==> src/rtl/instruction_fetch_unit_pkg.sv <==
// rtl/instruction_fetch_unit_pkg.sv - types, prefix constants and opcode attribute table for the fetch unit
//
// Purpose: shared declarations for instruction_fetch_unit.
//   sreg_index_e    : segment register index carried by a segment override
//   rep_e           : repeat prefix kind
//   ifu_state_e     : byte-assembly state
//   decoded_instr_t : one fully assembled instruction
//   decode_attrs()  : ModR/M presence and immediate size of an opcode
package instruction_fetch_unit_pkg;

  typedef enum logic [1:0] {
    SREG_DS1 = 2'd0,
    SREG_PS  = 2'd1,
    SREG_SS  = 2'd2,
    SREG_DS0 = 2'd3
  } sreg_index_e;

  typedef enum logic [1:0] {
    REP_NONE  = 2'd0,
    REP_REP   = 2'd1,
    REP_REPNE = 2'd2
  } rep_e;

  typedef enum logic [2:0] {
    ST_PREFIX  = 3'd0,
    ST_OPCODE2 = 3'd1,
    ST_MODRM   = 3'd2,
    ST_DISP    = 3'd3,
    ST_IMM     = 3'd4,
    ST_HOLD    = 3'd5
  } ifu_state_e;

  localparam logic [7:0] PFX_SEG_DS1 = 8'h26;
  localparam logic [7:0] PFX_SEG_PS  = 8'h2E;
  localparam logic [7:0] PFX_SEG_SS  = 8'h36;
  localparam logic [7:0] PFX_SEG_DS0 = 8'h3E;
  localparam logic [7:0] PFX_REPNE   = 8'hF2;
  localparam logic [7:0] PFX_REP     = 8'hF3;
  localparam logic [7:0] PFX_LOCK    = 8'hF0;
  localparam logic [7:0] PFX_ESC_0F  = 8'h0F;

  typedef struct packed {
    logic        valid;
    sreg_index_e sreg;
  } seg_override_t;

  typedef struct packed {
    logic [7:0]    opcode;
    logic          is_0f;
    logic [7:0]    modrm;
    logic [15:0]   disp;
    logic [15:0]   imm;
    seg_override_t seg_override;
    rep_e          rep;
    logic          buslock;
    logic [3:0]    len;
    logic [15:0]   ip;
  } decoded_instr_t;

  typedef struct packed {
    logic       has_modrm;
    logic [1:0] imm_bytes;
  } op_attr_t;

  // Immediate size here is what the fetch unit must pull from the queue;
  // group opcodes whose immediate depends on ModR/M.reg (F6/F7) are left to
  // the execution unit.
  function automatic op_attr_t decode_attrs(input logic is_0f, input logic [7:0] op);
    op_attr_t a;
    a.has_modrm = 1'b0;
    a.imm_bytes = 2'd0;
    if (is_0f) begin
      a.has_modrm = 1'b1;
      // 0F 18..1F: bit operations with an imm8 bit index
      if (op[7:3] == 5'b00011) a.imm_bytes = 2'd1;
    end else if (op[7:6] == 2'b00) begin
      // ALU block 00..3F: r/m forms, then AL,imm8 and AW,imm16
      case (op[2:0])
        3'd0, 3'd1, 3'd2, 3'd3: a.has_modrm = 1'b1;
        3'd4:                   a.imm_bytes = 2'd1;
        3'd5:                   a.imm_bytes = 2'd2;
        default:                ;
      endcase
    end else begin
      case (op) inside
        8'h62:                      a.has_modrm = 1'b1;
        8'h68:                      a.imm_bytes = 2'd2;
        8'h6A:                      a.imm_bytes = 2'd1;
        8'h69:                      begin a.has_modrm = 1'b1; a.imm_bytes = 2'd2; end
        8'h6B:                      begin a.has_modrm = 1'b1; a.imm_bytes = 2'd1; end
        [8'h70:8'h7F]:              a.imm_bytes = 2'd1;
        8'h80, 8'h82, 8'h83:        begin a.has_modrm = 1'b1; a.imm_bytes = 2'd1; end
        8'h81:                      begin a.has_modrm = 1'b1; a.imm_bytes = 2'd2; end
        [8'h84:8'h8F]:              a.has_modrm = 1'b1;
        8'hA8:                      a.imm_bytes = 2'd1;
        8'hA9:                      a.imm_bytes = 2'd2;
        [8'hB0:8'hB7]:              a.imm_bytes = 2'd1;
        [8'hB8:8'hBF]:              a.imm_bytes = 2'd2;
        8'hC0, 8'hC1, 8'hC6:        begin a.has_modrm = 1'b1; a.imm_bytes = 2'd1; end
        8'hC7:                      begin a.has_modrm = 1'b1; a.imm_bytes = 2'd2; end
        8'hC2, 8'hCA:               a.imm_bytes = 2'd2;
        8'hC4, 8'hC5:               a.has_modrm = 1'b1;
        8'hCD, 8'hD4, 8'hD5:        a.imm_bytes = 2'd1;
        [8'hD0:8'hD3]:              a.has_modrm = 1'b1;
        [8'hD8:8'hDF]:              a.has_modrm = 1'b1;
        [8'hE0:8'hE7], 8'hEB:       a.imm_bytes = 2'd1;
        8'hE8, 8'hE9:               a.imm_bytes = 2'd2;
        8'hF6, 8'hF7, 8'hFE, 8'hFF: a.has_modrm = 1'b1;
        default:                    ;
      endcase
    end
    return a;
  endfunction

  function automatic logic [1:0] modrm_disp_bytes(input logic [7:0] modrm);
    logic [1:0] n;
    n = 2'd0;
    if (modrm[7:6] == 2'b01) n = 2'd1;
    else if (modrm[7:6] == 2'b10) n = 2'd2;
    else if (modrm[7:6] == 2'b00 && modrm[2:0] == 3'b110) n = 2'd2;
    return n;
  endfunction

endpackage

==> src/rtl/instruction_fetch_unit.sv <==
// rtl/instruction_fetch_unit.sv - assembles V33 instructions byte by byte from the prefetch queue
//
// Ports:
//   clk, n_reset            : clock, asynchronous active-low reset
//   ce_1                    : clock enable; state advances only when high
//   ipq[8], ipq_len         : prefetch queue bytes (indexed by address[2:0]) and bytes available
//   ipq_head                : offset of the next byte to consume
//   pfp_set                 : one-tick pulse telling the queue to reload from ipq_head
//   flush, flush_ip         : redirect request and new instruction offset
//   instr_valid/ready/instr : decoded instruction handshake
//   decode_fault            : instruction grew past MAX_LEN; sticky until flush/reset
module instruction_fetch_unit
  import instruction_fetch_unit_pkg::*;
#(
  parameter int MAX_LEN = 15
) (
  input  logic                 clk,
  input  logic                 n_reset,
  input  logic                 ce_1,
  input  logic [7:0][7:0]      ipq,
  input  logic [3:0]           ipq_len,
  output logic [15:0]          ipq_head,
  output logic                 pfp_set,
  input  logic                 flush,
  input  logic [15:0]          flush_ip,
  output logic                 instr_valid,
  input  logic                 instr_ready,
  output decoded_instr_t       instr,
  output logic                 decode_fault
);

  localparam logic [3:0] MAX_LEN_L = 4'(MAX_LEN);

  ifu_state_e     state, state_n, base_state;
  decoded_instr_t cur, cur_n;
  logic [15:0]    head_n;
  logic           pfp_n, fault_n;
  // fld_len/fld_idx walk the little-endian bytes of the current disp/imm field;
  // imm_len remembers the opcode's immediate size across the ModR/M and disp bytes.
  logic [1:0]     fld_len, fld_len_n, imm_len, imm_len_n;
  logic           fld_idx, fld_idx_n;
  logic [7:0]     byte_in;
  op_attr_t       attr;
  logic [1:0]     disp_b;
  logic           consume, take_opcode, field_done;

  assign byte_in     = ipq[ipq_head[2:0]];
  assign instr_valid = (state == ST_HOLD);
  assign instr       = cur;

  always_comb begin
    state_n     = state;
    cur_n       = cur;
    head_n      = ipq_head;
    pfp_n       = 1'b0;
    fault_n     = decode_fault;
    fld_len_n   = fld_len;
    fld_idx_n   = fld_idx;
    imm_len_n   = imm_len;
    base_state  = state;
    consume     = 1'b0;
    take_opcode = 1'b0;
    field_done  = 1'b0;
    attr        = decode_attrs(1'b0, 8'h00);
    disp_b      = modrm_disp_bytes(byte_in);

    if (flush) begin
      head_n    = flush_ip;
      pfp_n     = 1'b1;
      cur_n     = '0;
      state_n   = ST_PREFIX;
      fault_n   = 1'b0;
      fld_len_n = 2'd0;
      fld_idx_n = 1'b0;
      imm_len_n = 2'd0;
    end else begin
      // Accept frees the slot so the next instruction's first byte can be
      // taken on the same tick.
      if (state == ST_HOLD && instr_ready) begin
        cur_n      = '0;
        base_state = ST_PREFIX;
        state_n    = ST_PREFIX;
      end
      // ipq_len is not trustworthy while the queue is reloading.
      consume = (ipq_len != 4'd0) && (base_state != ST_HOLD) && !decode_fault && !pfp_set;
      attr    = decode_attrs(base_state == ST_OPCODE2, byte_in);

      if (consume) begin
        head_n = ipq_head + 16'd1;
        if (cur_n.len == 4'd0) cur_n.ip = ipq_head;
        cur_n.len = cur_n.len + 4'd1;

        case (base_state)
          ST_PREFIX: begin
            case (byte_in)
              PFX_SEG_DS1: begin cur_n.seg_override.valid = 1'b1; cur_n.seg_override.sreg = SREG_DS1; end
              PFX_SEG_PS:  begin cur_n.seg_override.valid = 1'b1; cur_n.seg_override.sreg = SREG_PS;  end
              PFX_SEG_SS:  begin cur_n.seg_override.valid = 1'b1; cur_n.seg_override.sreg = SREG_SS;  end
              PFX_SEG_DS0: begin cur_n.seg_override.valid = 1'b1; cur_n.seg_override.sreg = SREG_DS0; end
              PFX_REPNE:   cur_n.rep = REP_REPNE;
              PFX_REP:     cur_n.rep = REP_REP;
              PFX_LOCK:    cur_n.buslock = 1'b1;
              PFX_ESC_0F:  begin cur_n.is_0f = 1'b1; state_n = ST_OPCODE2; end
              default:     take_opcode = 1'b1;
            endcase
          end
          ST_OPCODE2: take_opcode = 1'b1;
          ST_MODRM: begin
            cur_n.modrm = byte_in;
            fld_idx_n   = 1'b0;
            if (disp_b != 2'd0) begin
              fld_len_n = disp_b;
              state_n   = ST_DISP;
            end else if (imm_len != 2'd0) begin
              fld_len_n = imm_len;
              state_n   = ST_IMM;
            end else begin
              state_n = ST_HOLD;
            end
          end
          ST_DISP: begin
            if (!fld_idx)
              cur_n.disp = (fld_len == 2'd1) ? {{8{byte_in[7]}}, byte_in} : {8'h00, byte_in};
            else
              cur_n.disp[15:8] = byte_in;
            field_done = fld_idx || (fld_len == 2'd1);
            if (field_done) begin
              fld_idx_n = 1'b0;
              if (imm_len != 2'd0) begin
                fld_len_n = imm_len;
                state_n   = ST_IMM;
              end else begin
                state_n = ST_HOLD;
              end
            end else begin
              fld_idx_n = 1'b1;
            end
          end
          ST_IMM: begin
            if (!fld_idx) cur_n.imm = {8'h00, byte_in};
            else          cur_n.imm[15:8] = byte_in;
            field_done = fld_idx || (fld_len == 2'd1);
            if (field_done) begin
              fld_idx_n = 1'b0;
              state_n   = ST_HOLD;
            end else begin
              fld_idx_n = 1'b1;
            end
          end
          default: ;
        endcase

        if (take_opcode) begin
          cur_n.opcode = byte_in;
          imm_len_n    = attr.imm_bytes;
          fld_idx_n    = 1'b0;
          fld_len_n    = attr.imm_bytes;
          if (attr.has_modrm)             state_n = ST_MODRM;
          else if (attr.imm_bytes != 2'd0) state_n = ST_IMM;
          else                            state_n = ST_HOLD;
        end

        if (state_n != ST_HOLD && cur_n.len == MAX_LEN_L) fault_n = 1'b1;
      end
    end
  end

  always_ff @(posedge clk or negedge n_reset) begin
    if (!n_reset) begin
      state        <= ST_PREFIX;
      cur          <= '0;
      ipq_head     <= 16'd0;
      pfp_set      <= 1'b0;
      decode_fault <= 1'b0;
      fld_len      <= 2'd0;
      fld_idx      <= 1'b0;
      imm_len      <= 2'd0;
    end else if (ce_1) begin
      state        <= state_n;
      cur          <= cur_n;
      ipq_head     <= head_n;
      pfp_set      <= pfp_n;
      decode_fault <= fault_n;
      fld_len      <= fld_len_n;
      fld_idx      <= fld_idx_n;
      imm_len      <= imm_len_n;
    end
  end

endmodule

==> config.mk <==
export PLATFORM = sky130hd
export DESIGN_NAME = instruction_fetch_unit
export DESIGN_NICKNAME = d
export VERILOG_FILES = /design/src/rtl/instruction_fetch_unit_pkg.sv /design/src/rtl/instruction_fetch_unit.sv
export SDC_FILE = /design/constraint.sdc
export NUM_CORES = 1
export LEC_CHECK = 0
export ABC_CLOCK_PERIOD_IN_PS = 3610
export CORE_MARGIN = 1
export CORE_UTILIZATION = 48
export DETAILED_ROUTE_END_ITERATION = 16
export PLACE_DENSITY = 0.86
export SYNTH_ARGS = -nofsm -noshare
export SYNTH_HDL_FRONTEND = slang
export SYNTH_SLANG_ARGS = --single-unit
==> constraint.sdc <==
create_clock -name clk -period 3.61 [get_ports clk]
set_clock_uncertainty 0.2 [all_clocks]
set_input_delay 0.722 -clock clk [delete_from_list [all_inputs] [get_ports clk]]
set_output_delay 0.722 -clock clk [all_outputs]
set_load 0.005 [all_outputs]
==> metrics.md, run 1 <==
| Metric | Value |
|---|---|
| Comb pwr share | 0.514 |
| Number of flops mapped to enable cells by yosys | 0 |
| Worst slew margin | 0.256 |
| Row Count | 40 |
| FF/Latch Area | ~0.0025 mm² |
| ANT nets after route | 0 |
| RSZ-0062 raised after global routing | false |
| Synthesized net count | between 600 and 700 |
| CP cell instances | clkdlybuf4s50_1 > mux4_1 > mux2i_4 > buf_4 > nand2_1 > nor4_2 > o41ai_4 > buf_4 > a221oi_1 > o31ai_2 |
| Routed vias | 6,090 |
| CTS clk-pin slew, worst paths | 70 ps |
| Most frequent cells in the layout | clkdlybuf4s50_1 (181), dfrtp_1 (101), buf_4 (77) |
| Slowest cell on crit path | mux4_1 |
| Root buf cell | clkbuf_16 |
| Placed cells | 956 |
| Flop2flop setup slack | 190 ps |
| P_sw | 0.00213 W |
| Synth Area per Inst | 10.6 µm² |
| Initial DRC count | 637 |
| Worst path depth | 10 |
| Max-cap viol count | 0 |
| Status | completed |
| Final WL | around 21,000 µm |
| Power per cell area | 635 mW/mm² |
| Max Root-Sink Buffers | 2 |
| Top FF cell, synth | dfrtp_1 |
| Finish-stage setup viols | 0 |
| Crit. End Element | register |
| Post-synthesis async set-or-reset flop share | 1.00 |
| Final-report max-slew violation count | 0 |
| Post-synthesis sequential area ratio | 0.421 |
| Worst Path Required | approximately 3600 ps |
| CTS Sinks | 101 |
| CP most frequent cell | buf_4 |
| Residual DRC | 0 |
| Starting Density | 0.496 |
| Leak | roughly 3.6 nW |
| Post-synthesis cell type count | 70 |
| Area contributors post-synth | dfrtp_1 (42%), a22o_1 (6.6%), mux4_1 (4.8%) |
| #FFs+latches synth | 101 |
| P_int | 0.00342 W |
| Fmax | approximately 0.29 GHz |
| Reg2reg end | decode_fault |
| First-pass GRT wire length | 33,500 µm |
| Fill cells | around 900 |
| Htree depth | 3 |
| Worst Setup EP | fld_len[0] |
| Clock power share | 0.191 |
| Crit Reg-Reg Startpoint | ipq_head[1] |
| Tmin final | 3480 ps |
| Sequential share of power | 0.295 |
| Vias in the first global route | 6,091 |
| Initial antenna violation count | 0 |
| Clk_lat worst skew | 360 ps |
| TritonCTS Buffers | 9 |
| Total negative slack | 0 ps |
| Synthesis-to-layout area growth | 45.5% |
| Hold WS | approximately 300 ps |
| R2r worst-path depth | 10 |
| Synth Warn # | 0 |
| Largest net degree at the start of global routing | 84 |
| 1st-pass router iterations | 6 |
| Chip width | 114 µm |
| Startpoint types | primary input |
| Worst setup startpoint | ipq[42] |
| Routed len/inst | approximately 22 µm |
| Cts hold-fix bufs | 0 |
| WP buf/inv | 3 |
| Cell accounting for the most synthesized area | dfrtp_1 |
| I/O Buffers | 182 |
| Fin area | 0.00874 mm² |
| Routability cong. | 0.893 |
| Commonest non-fill, non-tap cell in the layout | clkdlybuf4s50_1 |
| Share of cells above drive strength 1 | 0.163 |
| Post-CTS sizing | 0 |
| I/O pins | 183 |
| Area fraction of the dominant cell type after synthesis | 0.421 |
| Total Routing Usage GR | 0.336 |
| Sw frac | 0.384 |
| Max VDD drop | 0.000500 V |
| Core Area | around 0.012 mm² |
| Hold Crit Class | register to register |
| Via/cell ratio | 6.27 |
| CTS tree | done |
| Multi-input gate area | 0.00320 mm² |
| Setup bufs post-CTS | 0 |
| Worst Path Max Fanout | 8 |
| Nets | 892 |
| WS Path Type | primary input to register |
| Placed Area | 0.00842 mm² |
| Die area | 0.0130 mm² |
| Total gr overflow | 0 |
| CP top delay family | buffers and inverters |
| Max stage delay on crit path | 580 ps |
| Final HPWL DP | 15,700 µm |
| Final period util | 0.963 |
| Actual slew at the worst max-slew pin | between 1000 and 1500 ps |
| Diodes inserted | 0 |
| Die height | ~110 µm |
| Final hold vios | 0 |
| Synthesized cell area | ~0.006 mm² |
| Fin cells | 971 |
| Util after Layout | 0.722 |
| Cells after Synth | 569 |
| WP data arrival | about 3500 ps |
[area by class of cell]
type,instances,share of cell area
multi-input combinational,413,0.366
sequential,101,0.289
timing repair buffer,260,0.278
clock buffer,10,0.0273
tap,168,0.0240
clock inverter,5,0.00973
inverter,14,0.00601
[synthesized netlist by cell type, types with 9 or more instances]
cell	number
o22ai_1	9
clkbuf_1	25
nor3_1	21
a21oi_1	30
o2bb2ai_1	32
inv_1	14
nand2_1	44
a22oi_1	21
dfrtp_1	101
a22o_1	45
o21ai_0	15
nor2_1	30
nand3_1	15
mux4_1	11
[power by group through the flow]
stage               Sequential [W]  Combinational, W  Clock, W
finish                     0.00164           0.00286   0.00106
global route               0.00166           0.00305   0.00111
CTS                        0.00163           0.00282   0.00107
detailed placement         0.00164           0.00280         0
global placement           0.00163           0.00276         0
floorplan                  0.00156           0.00154         0
[worst register-to-register path: cells and delay by family (launching register included)]
family	cells	cell delay (ps)
DFF	1	810
and+or+nand+nor	2	590
muxes	2	630
AOI/OAI and AO/OA	4	700
buffers and inverters	2	370
[per-stage QoR]
| stage | total power [W] | setup WS (ps) |
|---|---|---|
| after floorplan | 0.00310 | 435 |
| after global placement | 0.00439 | -142 |
| after detailed placement | 0.00444 | -181 |
| after CTS | 0.00552 | 203 |
| after global routing | 0.00583 | 41.5 |
| final | 0.00556 | 134 |
[flip-flops by register name (all words and copies together), names as in the netlist]
signal / flops
imm_len: 2
pfp_set: 1
fld_idx: 1
ipq_head: 16
decode_fault: 1
state: 3
instr: 75
fld_len: 2
[cell families after synthesis]
family / count (synthesis) / synth area share
AOI/OAI and AO/OA: 218 / 0.279
buffers and inverters: 55 / 0.0471
and+or+nand+nor: 152 / 0.129
muxes: 34 / 0.109
DFF: 101 / 0.421
xor gates and xnor gates: 5 / 0.00729
adders and majority gates: 4 / 0.00833
[worst min-delay path by stage]
stage	startpoint	end	slack [ps]	cells past startpoint
floorplan	n_reset	decode_fault	230	0
global placement	instr[68]	instr[68]	270	1
detailed placement	instr[73]	instr[73]	290	1
CTS	instr[73]	instr[73]	300	1
global route	instr[5]	instr[5]	310	1
finish	instr[73]	instr[73]	300	1
[layer usage]
| layer | up-vias | global-route usage | part of all wire |
|---|---|---|---|
| li1 | 2717 | - | - |
| met1 | 3038 | 0.466 | 0.42 |
| met2 | 292 | 0.539 | 0.49 |
| met3 | 43 | 0.0648 | 0.070 |
| met4 | 0 | 0.0987 | 0.020 |
| met5 | - | 0 | 0 |
Power figures use the tool's default switching activity.
==> inputs of run 2 (changes only) <==
- ABC_AREA: default -> 1
- CORE_UTILIZATION: 48 -> 50
==> run 2 against run 1 <==
Worst hold slack lost 80 ps. Combinational power shrank 3%. Critical path depth grew 6. Sequential cell count is the same. Critical path type is now register to register. Largest cell class unchanged. Highest routed layer unchanged.
==> metrics.md, run 2 <==
| Metric | Value |
|---|---|
| Actual slew at the worst max-slew pin | 754 ps |
| #FFs+latches synth | 101 |
| Cell with the most instances after synthesis | nand2_1 |
| Starting Density | 0.512 |
| Synthesized net count | about 1.1k |
| Hold WS | approximately 220 ps |
| Initial antenna violation count | 0 |
| CTS clk-pin slew, worst paths | 70 ps |
| Initial DRC count | about 650 |
| Final WL | approximately 22,000 µm |
| Max-cap viol count | 0 |
| Hold Crit Class | primary input to async pin |
| Nets | 1,280 |
| ANT nets after route | 0 |
| First-pass GRT wire length | 35,400 µm |
| Largest net degree at the start of global routing | 55 |
| Crit. End Element | register |
| I/O Buffers | 182 |
| Max stage delay on crit path | about 630 ps |
| Cell accounting for the most synthesized area | dfrtp_1 |
| Die area | 0.0147 mm² |
| Synthesis-to-layout area growth | 32.0% |
| Post-synthesis cell type count | 46 |
| CTS Sinks | 101 |
| Final-report max-slew violation count | 0 |
| Number of flops mapped to enable cells by yosys | 0 |
| Worst slew margin | 0.498 |
| Share of cells above drive strength 1 | 0.0831 |
| Final period util | 0.878 |
| Worst Path Required | 3620 ps |
| Routability cong. | 0.966 |
| Synth Area per Inst | approximately 6.9 µm² |
| WS Path Type | register to register |
| Most common library cells after synthesis | nand2_1 (229), inv_1 (160), o21ai_0 (106) |
| CP cell instances | buf_4 > nand2_1 > nand3_1 > nand3_1 > nand2_2 > nand2_4 > inv_4 > nand3_2 > nor2_2 > nor2_1 > nand3_2 > nand2_4 > nand2_2 > o21ai_0 > o211ai_1 > o21ai_0 |
| Cells after Synth | a little over 1k |
| Area fraction of the dominant cell type after synthesis | 0.356 |
| Fmax | approximately 0.32 GHz |
| Max Root-Sink Buffers | 2 |
| Routed vias | 7,716 |
| Tmin final | 3170 ps |
| Number of flip-flops in the largest register | 75 |
| Root buf cell | clkbuf_16 |
| Commonest non-fill, non-tap cell in the layout | nand2_1 |
| Slowest cell on crit path | dfrtp_1 |
| Area contributors post-synth | dfrtp_1 (36%), nand2_1 (12%), inv_1 (8.5%) |
| WP buf/inv | 2 |
| Core Area | 0.0139 mm² |
| Total Routing Usage GR | 0.307 |
| Residual DRC | 0 |
| P_int | between 0.002 and 0.003 W |
| Util after Layout | 0.675 |
| 1st-pass router iterations | 6 |
| CTS tree | done |
| Worst setup startpoint | ipq_head[0] |
| Post-CTS sizing | 0 |
| CP top delay family | simple AND/OR/NAND/NOR gates |
| Most frequent cells in the layout | nand2_1 (229), clkdlybuf4s50_1 (181), inv_1 (160) |
| Vias in the first global route | just over 7k |
| Routed len/inst | 15.9 µm |
| Comb pwr share | 0.517 |
| Via/cell ratio | 5.62 |
| Htree depth | 3 |
| TritonCTS Buffers | 9 |
| Worst Path Max Fanout | 27 |
| Status | completed |
| Final hold vios | 0 |
| Startpoint types | register |
| Clk_lat worst skew | ~360 ps |
| Clock power share | 0.198 |
| Total negative slack | 0 ps |
| Sequential share of power | 0.285 |
| Diodes inserted | 0 |
| Post-synthesis async set-or-reset flop share | 1.00 |
| Row Count | 43 |
| Setup bufs post-CTS | 0 |
| Cts hold-fix bufs | 0 |
| Max VDD drop | 0.000366 V |
| Die height | ~120 µm |
| Leak | 4.28 nW |
| Total gr overflow | 0 |
| Finish-stage setup viols | 0 |
| Synth Warn # | 0 |
| I/O pins | 183 |
| P_sw | 0.00235 W |
| Flop2flop setup slack | 440 ps |
| Power per cell area | 570 mW/mm² |
| Final HPWL DP | 16,000 µm |
| Sw frac | 0.441 |
| WP data arrival | 3180 ps |
| Top FF cell, synth | dfrtp_1 |
| Post-synthesis sequential area ratio | 0.356 |
| RSZ-0062 raised after global routing | false |
| Synthesized cell area | roughly 0.007 mm² |
| Crit Reg-Reg Startpoint | ipq_head[0] |
| Chip width | approximately 120 µm |
## run 2: path summary, 6_finish.rpt
kind / to / cells after the start
hold / removal: instr[12] / 1
hold reg to reg: instr[66] / 2
setup reg to reg: instr[69] / 16
setup / recovery: instr[69] / 16
max in group asynchronous: instr[21] / 2
min in group clk: instr[66] / 2
## run 2: cell families (layout without fill, tap and decap cells)
family,after synthesis,after routing,synth area share
and+or+nand+nor,442,442,0.288
AOI/OAI and AO/OA,242,242,0.204
buffers and inverters,222,391,0.130
DFF,101,101,0.356
xor gates and xnor gates,12,12,0.0148
adders and majority gates,4,4,0.00705
## run 2: per-layer routing
metal,vias up,wire [µm],share of wire,track usage
met2,339,10900,0.50,0.531
met1,3644,8840,0.40,0.382
li1,3681,-,-,-
met4,0,497,0.023,0.0910
met5,-,0,0,0
met3,52,1650,0.075,0.0648
## run 2: stage by stage
step / total power, W / area (µm²) / setup WS (ps) / cells
6_report: 0.00534 / 9370 / 440 / 1372
5_1_grt: 0.00570 / 9370 / 198 / 1372
4_1_cts: 0.00531 / 9370 / 478 / 1372
3_5_place_dp: 0.00425 / 9040 / 317 / 1356
3_3_place_gp: 0.00420 / 9040 / 381 / 1356
2_1_floorplan: 0.00326 / 7100 / 1150 / 1023
## run 2: power groups by stage
stage	clock (W)	combinational, W	sequential [W]
CTS	0.00107	0.00272	0.00152
floorplan	0	0.00176	0.00150
finish	0.00106	0.00276	0.00152
detailed placement	0	0.00271	0.00153
global placement	0	0.00267	0.00153
global route	0.00112	0.00304	0.00155
## run 2: area by class of cell
type,count,area (µm²)
flip-flops and latches,101,2530
well taps,180,225
fillers,1190,4510
clock inverters,5,83.8
inverters,171,652
repair buffers,204,1980
multi-input cells,700,3650
clock buffers,11,243
